File: config.mk
export PLATFORM = sky130hd
export DESIGN_NAME = cdc_handshake_tx
export DESIGN_NICKNAME = d
export VERILOG_FILES = /design/src/rtl/cdc_pkg.sv /design/src/rtl/two_stage_sync.sv /design/src/rtl/cdc_handshake_tx.sv
export SDC_FILE = /design/constraint.sdc
export NUM_CORES = 1
export LEC_CHECK = 0
export CORE_AREA = 2 2 39 41
export DETAILED_ROUTE_END_ITERATION = 10
export DIE_AREA = 0 0 41 43
export PLACE_DENSITY = 0.58
export SETUP_SLACK_MARGIN = 0.5
export SYNTH_ARGS = -nofsm -noshare
export SYNTH_HDL_FRONTEND = slang
export SYNTH_HIERARCHICAL = 1
export SYNTH_SLANG_ARGS = --single-unit
File: constraint.sdc
create_clock -name clk -period 2.5 [get_ports clk]
set_clock_uncertainty 0.2 [all_clocks]
set_input_delay 0.375 -clock clk [delete_from_list [all_inputs] [get_ports clk]]
set_output_delay 0.375 -clock clk [all_outputs]
set_load 0.05 [all_outputs]
File: src/rtl/cdc_pkg.sv
// Shared definitions for the source and destination halves of the toggle
// request/acknowledge clock-domain crossing.
package cdc_pkg;

  typedef enum logic [0:0] {
    S_IDLE     = 1'b0,
    S_WAIT_ACK = 1'b1
  } tx_state_e;

  // A toggle handshake has a word in flight whenever the two levels differ.
  function automatic logic req_pending(input logic req, input logic ack);
    return req ^ ack;
  endfunction

endpackage

File: src/rtl/two_stage_sync.sv
// Two-flop level synchronizer bringing an asynchronous signal into clk.
module two_stage_sync #(
  parameter int WIDTH = 1
) (
  input  logic             clk,
  input  logic             rst_n,
  input  logic [WIDTH-1:0] din,
  output logic [WIDTH-1:0] q2
);

  logic [WIDTH-1:0] r_meta;
  logic [WIDTH-1:0] r_q2;

  // Metastability-settling chain; only r_q2 is used by downstream logic.
  always_ff @(posedge clk or negedge rst_n) begin
    if (!rst_n) begin
      r_meta <= '0;
      r_q2   <= '0;
    end else begin
      r_meta <= din;
      r_q2   <= r_meta;
    end
  end

  assign q2 = r_q2;

endmodule

File: src/rtl/cdc_handshake_tx.sv
// Source half of a two-phase toggle CDC: holds one word stable on tx_data,
// toggles tx_req, and waits for the resynchronized acknowledge toggle.
module cdc_handshake_tx
  import cdc_pkg::*;
#(
  parameter int WIDTH = 4
) (
  input  logic             clk,
  input  logic             rst_n,
  input  logic             valid,
  input  logic [WIDTH-1:0] data,
  output logic             ready,
  output logic [WIDTH-1:0] tx_data,
  output logic             tx_req,
  input  logic             ack_async,
  output logic             done,
  output logic             err
);

  tx_state_e        r_state;
  tx_state_e        w_state_nxt;
  logic [WIDTH-1:0] r_tx_data;
  logic             r_tx_req;
  logic             r_done;
  logic             r_err;
  logic             w_ack_s;
  logic             w_pending;
  logic             w_accept;

  two_stage_sync #(
    .WIDTH (1)
  ) u_ack_sync (
    .clk   (clk),
    .rst_n (rst_n),
    .din   (ack_async),
    .q2    (w_ack_s)
  );

  assign w_pending = req_pending(r_tx_req, w_ack_s);
  assign w_accept  = (r_state == S_IDLE) && valid;

  // Next-state selection; ready depends on state only, never on valid.
  always_comb begin
    w_state_nxt = r_state;
    case (r_state)
      S_IDLE: begin
        if (valid) begin
          w_state_nxt = S_WAIT_ACK;
        end else begin
          w_state_nxt = S_IDLE;
        end
      end
      S_WAIT_ACK: begin
        if (!w_pending) begin
          w_state_nxt = S_IDLE;
        end else begin
          w_state_nxt = S_WAIT_ACK;
        end
      end
      default: w_state_nxt = S_IDLE;
    endcase
  end

  // State, request toggle, held data word, completion pulse and sticky error.
  always_ff @(posedge clk or negedge rst_n) begin
    if (!rst_n) begin
      r_state   <= S_IDLE;
      r_tx_data <= '0;
      r_tx_req  <= 1'b0;
      r_done    <= 1'b0;
      r_err     <= 1'b0;
    end else begin
      r_state <= w_state_nxt;
      r_done  <= (r_state == S_WAIT_ACK) && !w_pending;
      if (w_accept) begin
        r_tx_data <= data;
        r_tx_req  <= ~r_tx_req;
      end
      // An ack toggle while idle means the destination acknowledged nothing.
      if ((r_state == S_IDLE) && w_pending) begin
        r_err <= 1'b1;
      end
    end
  end

  assign ready   = (r_state == S_IDLE);
  assign tx_data = r_tx_data;
  assign tx_req  = r_tx_req;
  assign done    = r_done;
  assign err     = r_err;

endmodule

==> results.sh <==
export IMPL_io_buffers=15
export IMPL_area_growth_pct=50.0
export IMPL_synth_seq_cells=10
export IMPL_outcome="completed"
export IMPL_netlist_area_um2=373
export IMPL_async_flop_share=1.00
export IMPL_fin_crit_ns=1.84
export IMPL_clk_pin_slew_ns=0.06
export IMPL_synth_cell_type_count=11
export IMPL_firstDrtPassIters=1
export IMPL_synthMuxAreaShare=0.161
export IMPL_synth_top_family_by_area="multiplexers"
export IMPL_ir_drop_mv=0.483
export IMPL_power_leakage_nw=0.280
export IMPL_cellPowerDensity_mw_per_mm2=1390
export IMPL_synth_top_cells_by_count="dfrtp_1 (10), mux2_4 (4)"
export IMPL_multi_input_area_um2=108
export IMPL_synth_compound_area_share=0.0336
export IMPL_dp_cells=53
export IMPL_start_util=0.269
export IMPL_synth_fp_nets=31
export IMPL_yosys_top_cells_area="dfrtp_1 (67%), mux2_4 (16%), buf_6 (3.0%), xnor2_1 (2.3%), xor2_1 (2.3%)"
export IMPL_cpPeakStageDelay_ns=0.52
export IMPL_cts_root_buf="clkbuf_4"
export IMPL_hold_depth=0
export IMPL_viasPerCell=3.95
export IMPL_synth_largest_area_cell="dfrtp_1"
export IMPL_dieArea_mm2=0.00176
export IMPL_p_switching_mw=0.351
export IMPL_rsz0062_at_grt="false"
export IMPL_io_pins=16
export IMPL_reg2reg_setup_slack_ns=0.93
export IMPL_synthXorXnorAreaFrac=0.0470
export IMPL_cp_arrival_ns=1.26
export IMPL_synth_simple_area_share=0.0470
export IMPL_cts_hold_buf=0
export IMPL_cp_cell_sequence="inv_1, dlygate4sd2_1"
export IMPL_cp_start_kind="flop"
export IMPL_wl_um=602
export IMPL_synth_edf_count=0
export IMPL_use_met2=0.119
export IMPL_ff_latch_area_um2=250
export IMPL_cp_required_ns=1.92
export IMPL_synthCells=23
export IMPL_hold_ws_ns=0.155
export IMPL_seq_power_share=0.335
export IMPL_worst_slew_pin_slew_ns=0.568
export IMPL_pwr_share_clk=0.133
export IMPL_rows=14
export IMPL_min_from="u_ack_sync/r_meta$_DFF_PN0_"
export IMPL_worstPathMaxFanout=6
export IMPL_post_route_drc_count=0
export IMPL_core_region_area_mm2=0.00138
export IMPL_wl_per_cell_um=10.8
export IMPL_n_antenna_cell=0
export IMPL_h_tree_depth=1
export IMPL_finalSetupViolCount=0
export IMPL_drv_slew=0
export IMPL_antenna_found_initial=0
export IMPL_grt_first_pass_wirelength_um=1020
export IMPL_grt_max_degree=11
export IMPL_postCtsSetupBuffers=0
export IMPL_cts_sinks=10
export IMPL_nets=50
export IMPL_overflow=0
export IMPL_die_w_um=41
export IMPL_place_congestion=0.636
export IMPL_grt_pass1_vias=222
export IMPL_synth_area_per_cell_um2=16.2
export IMPL_worstRegToRegCells=2
export IMPL_worst_path_max_delay_cell="dlygate4sd2_1"
export IMPL_gr_usage_met1=0.107
export IMPL_sw_frac_of_total=0.452
export IMPL_drt_iter0_markers=0
export IMPL_cp_top_family="buffers and inverters"
export IMPL_yosysWarnings=6
export IMPL_grtUsageTotal=0.0955
export IMPL_r2r_start="r_state$_DFF_PN0_"
export IMPL_grt_busiest_layer="met2"
export IMPL_synth_top_area_share=0.671
export IMPL_synth_fa_ha_area_frac=0
export IMPL_timing_hold_violations_final=0
export IMPL_combPwrFrac=0.533
export IMPL_numCtsBuffers=3
export IMPL_tns_ns=0
export IMPL_fill_cells=128
export IMPL_fin_cells=56
export IMPL_min_to="u_ack_sync/q2$_DFF_PN0_"
export IMPL_hp_class="reg2reg"
export IMPL_cp_end_kind="output port"
export IMPL_synth_seq_area_share=0.671
export IMPL_p_int_mw=0.425
export IMPL_r2r_end="tx_data[2]$_DFFE_PN0P_"
export IMPL_slew_headroom=0.620
export IMPL_finalCritPeriodShare=0.734
export IMPL_ant_nets=0
export IMPL_met3_usage=0.0942
export IMPL_worstSkewPairLatency_ns=0.26
export IMPL_worst_path_buf_inv=2
export IMPL_clockBufferDepth=2
export IMPL_vias=221
export IMPL_drive_gt1_frac=0.200
export IMPL_timing_max_cap_violations=0
export IMPL_synth_main_ff_cell="dfrtp_1"
export IMPL_yosys_cell_count_top_type="dfrtp_1"
export IMPL_cp_depth=2
export IMPL_cts_tree="done"
export IMPL_path_class="reg2out"
export IMPL_maxClockFrequency_mhz=545
export IMPL_die_h_um=43
-- repair_timing --
| item | 4_1_cts | 5_1_grt |
|---|---|---|
| cloned | 0 | 0 |
| setup endpoints to repair | 4 | 4 |
| gates resized for setup | 4 | 4 |
-- layout make-up --
type,count,area share
flip-flops and latches,10,0.447
inverters,1,0.00671
clock buffers,3,0.0403
repair buffers,15,0.277
well taps,16,0.0358
multi-input cells,11,0.192
-- flip-flops by register name (all words and copies together) (netlist names) --
name and count:
tx_data 4, done 1, err 1, r_state 1, tx_req 1, u_ack_sync/q2 1
u_ack_sync/r_meta 1
-- worst max-delay path by stage --
stage	from	end	slack, ns
after detailed placement	valid	tx_data[2]$_DFFE_PN0P_	0.48
after global placement	valid	tx_data[0]$_DFFE_PN0P_	0.51
after floorplan	tx_req$_DFFE_PN0P_	done$_DFF_PN0_	1.18
after CTS	tx_data[0]$_DFFE_PN0P_	tx_data[0]	0.51
after global routing	r_state$_DFF_PN0_	ready	0.61
final	r_state$_DFF_PN0_	ready	0.66
-- power by group through the flow --
stage          combinational, mW  clock (mW)  sequential [mW]
5_1_grt                    0.433       0.118            0.268
3_3_place_gp               0.441           0            0.262
3_5_place_dp               0.442           0            0.266
6_report                   0.414       0.103            0.260
4_1_cts                    0.420       0.110            0.262
2_1_floorplan              0.141           0            0.431
-- per-stage QoR --
stage | utilization | instance area, um2 | power (mW) | setup slack, ns
floorplan | - | 373 | 0.572 | 1.18
global placement | 0.384 | 532 | 0.703 | 0.510
detailed placement | 0.384 | 532 | 0.708 | 0.482
CTS | 0.397 | 549 | 0.793 | 0.506
global route | 0.404 | 559 | 0.819 | 0.608
finish | 0.404 | 559 | 0.777 | 0.665
-- logic make-up (layout without fill, tap and decap cells) --
logic type      count (synthesis)  in the layout
xor+xnor                        2              2
compound gates                  2              2
simple gates                    3              3
mux                             4              4
flops                          10             10
buf+inv                         2             19
-- metal layers --
layer | part of all wire | up-vias
li1 | - | 107
met1 | 0.41 | 107
met2 | 0.51 | 7
met3 | 0.080 | 0
met4 | 0 | 0
met5 | 0 | -
-- cell usage in the layout, fill, tap and decap left out --
| master | n |
|---|---|
| dfrtp_1 | 10 |
| clkdlybuf4s50_1 | 7 |
| mux2_4 | 4 |
| dlygate4sd2_1 | 4 |
| dlymetal6s2s_1 | 4 |
| clkbuf_4 | 3 |
| inv_1 | 1 |
| xnor2_1 | 1 |
| nor2_1 | 1 |
| a21oi_1 | 1 |
| nor2b_1 | 1 |
| xor2_1 | 1 |
| o21bai_1 | 1 |
| and2_2 | 1 |
Power figures use the tool's default switching activity.
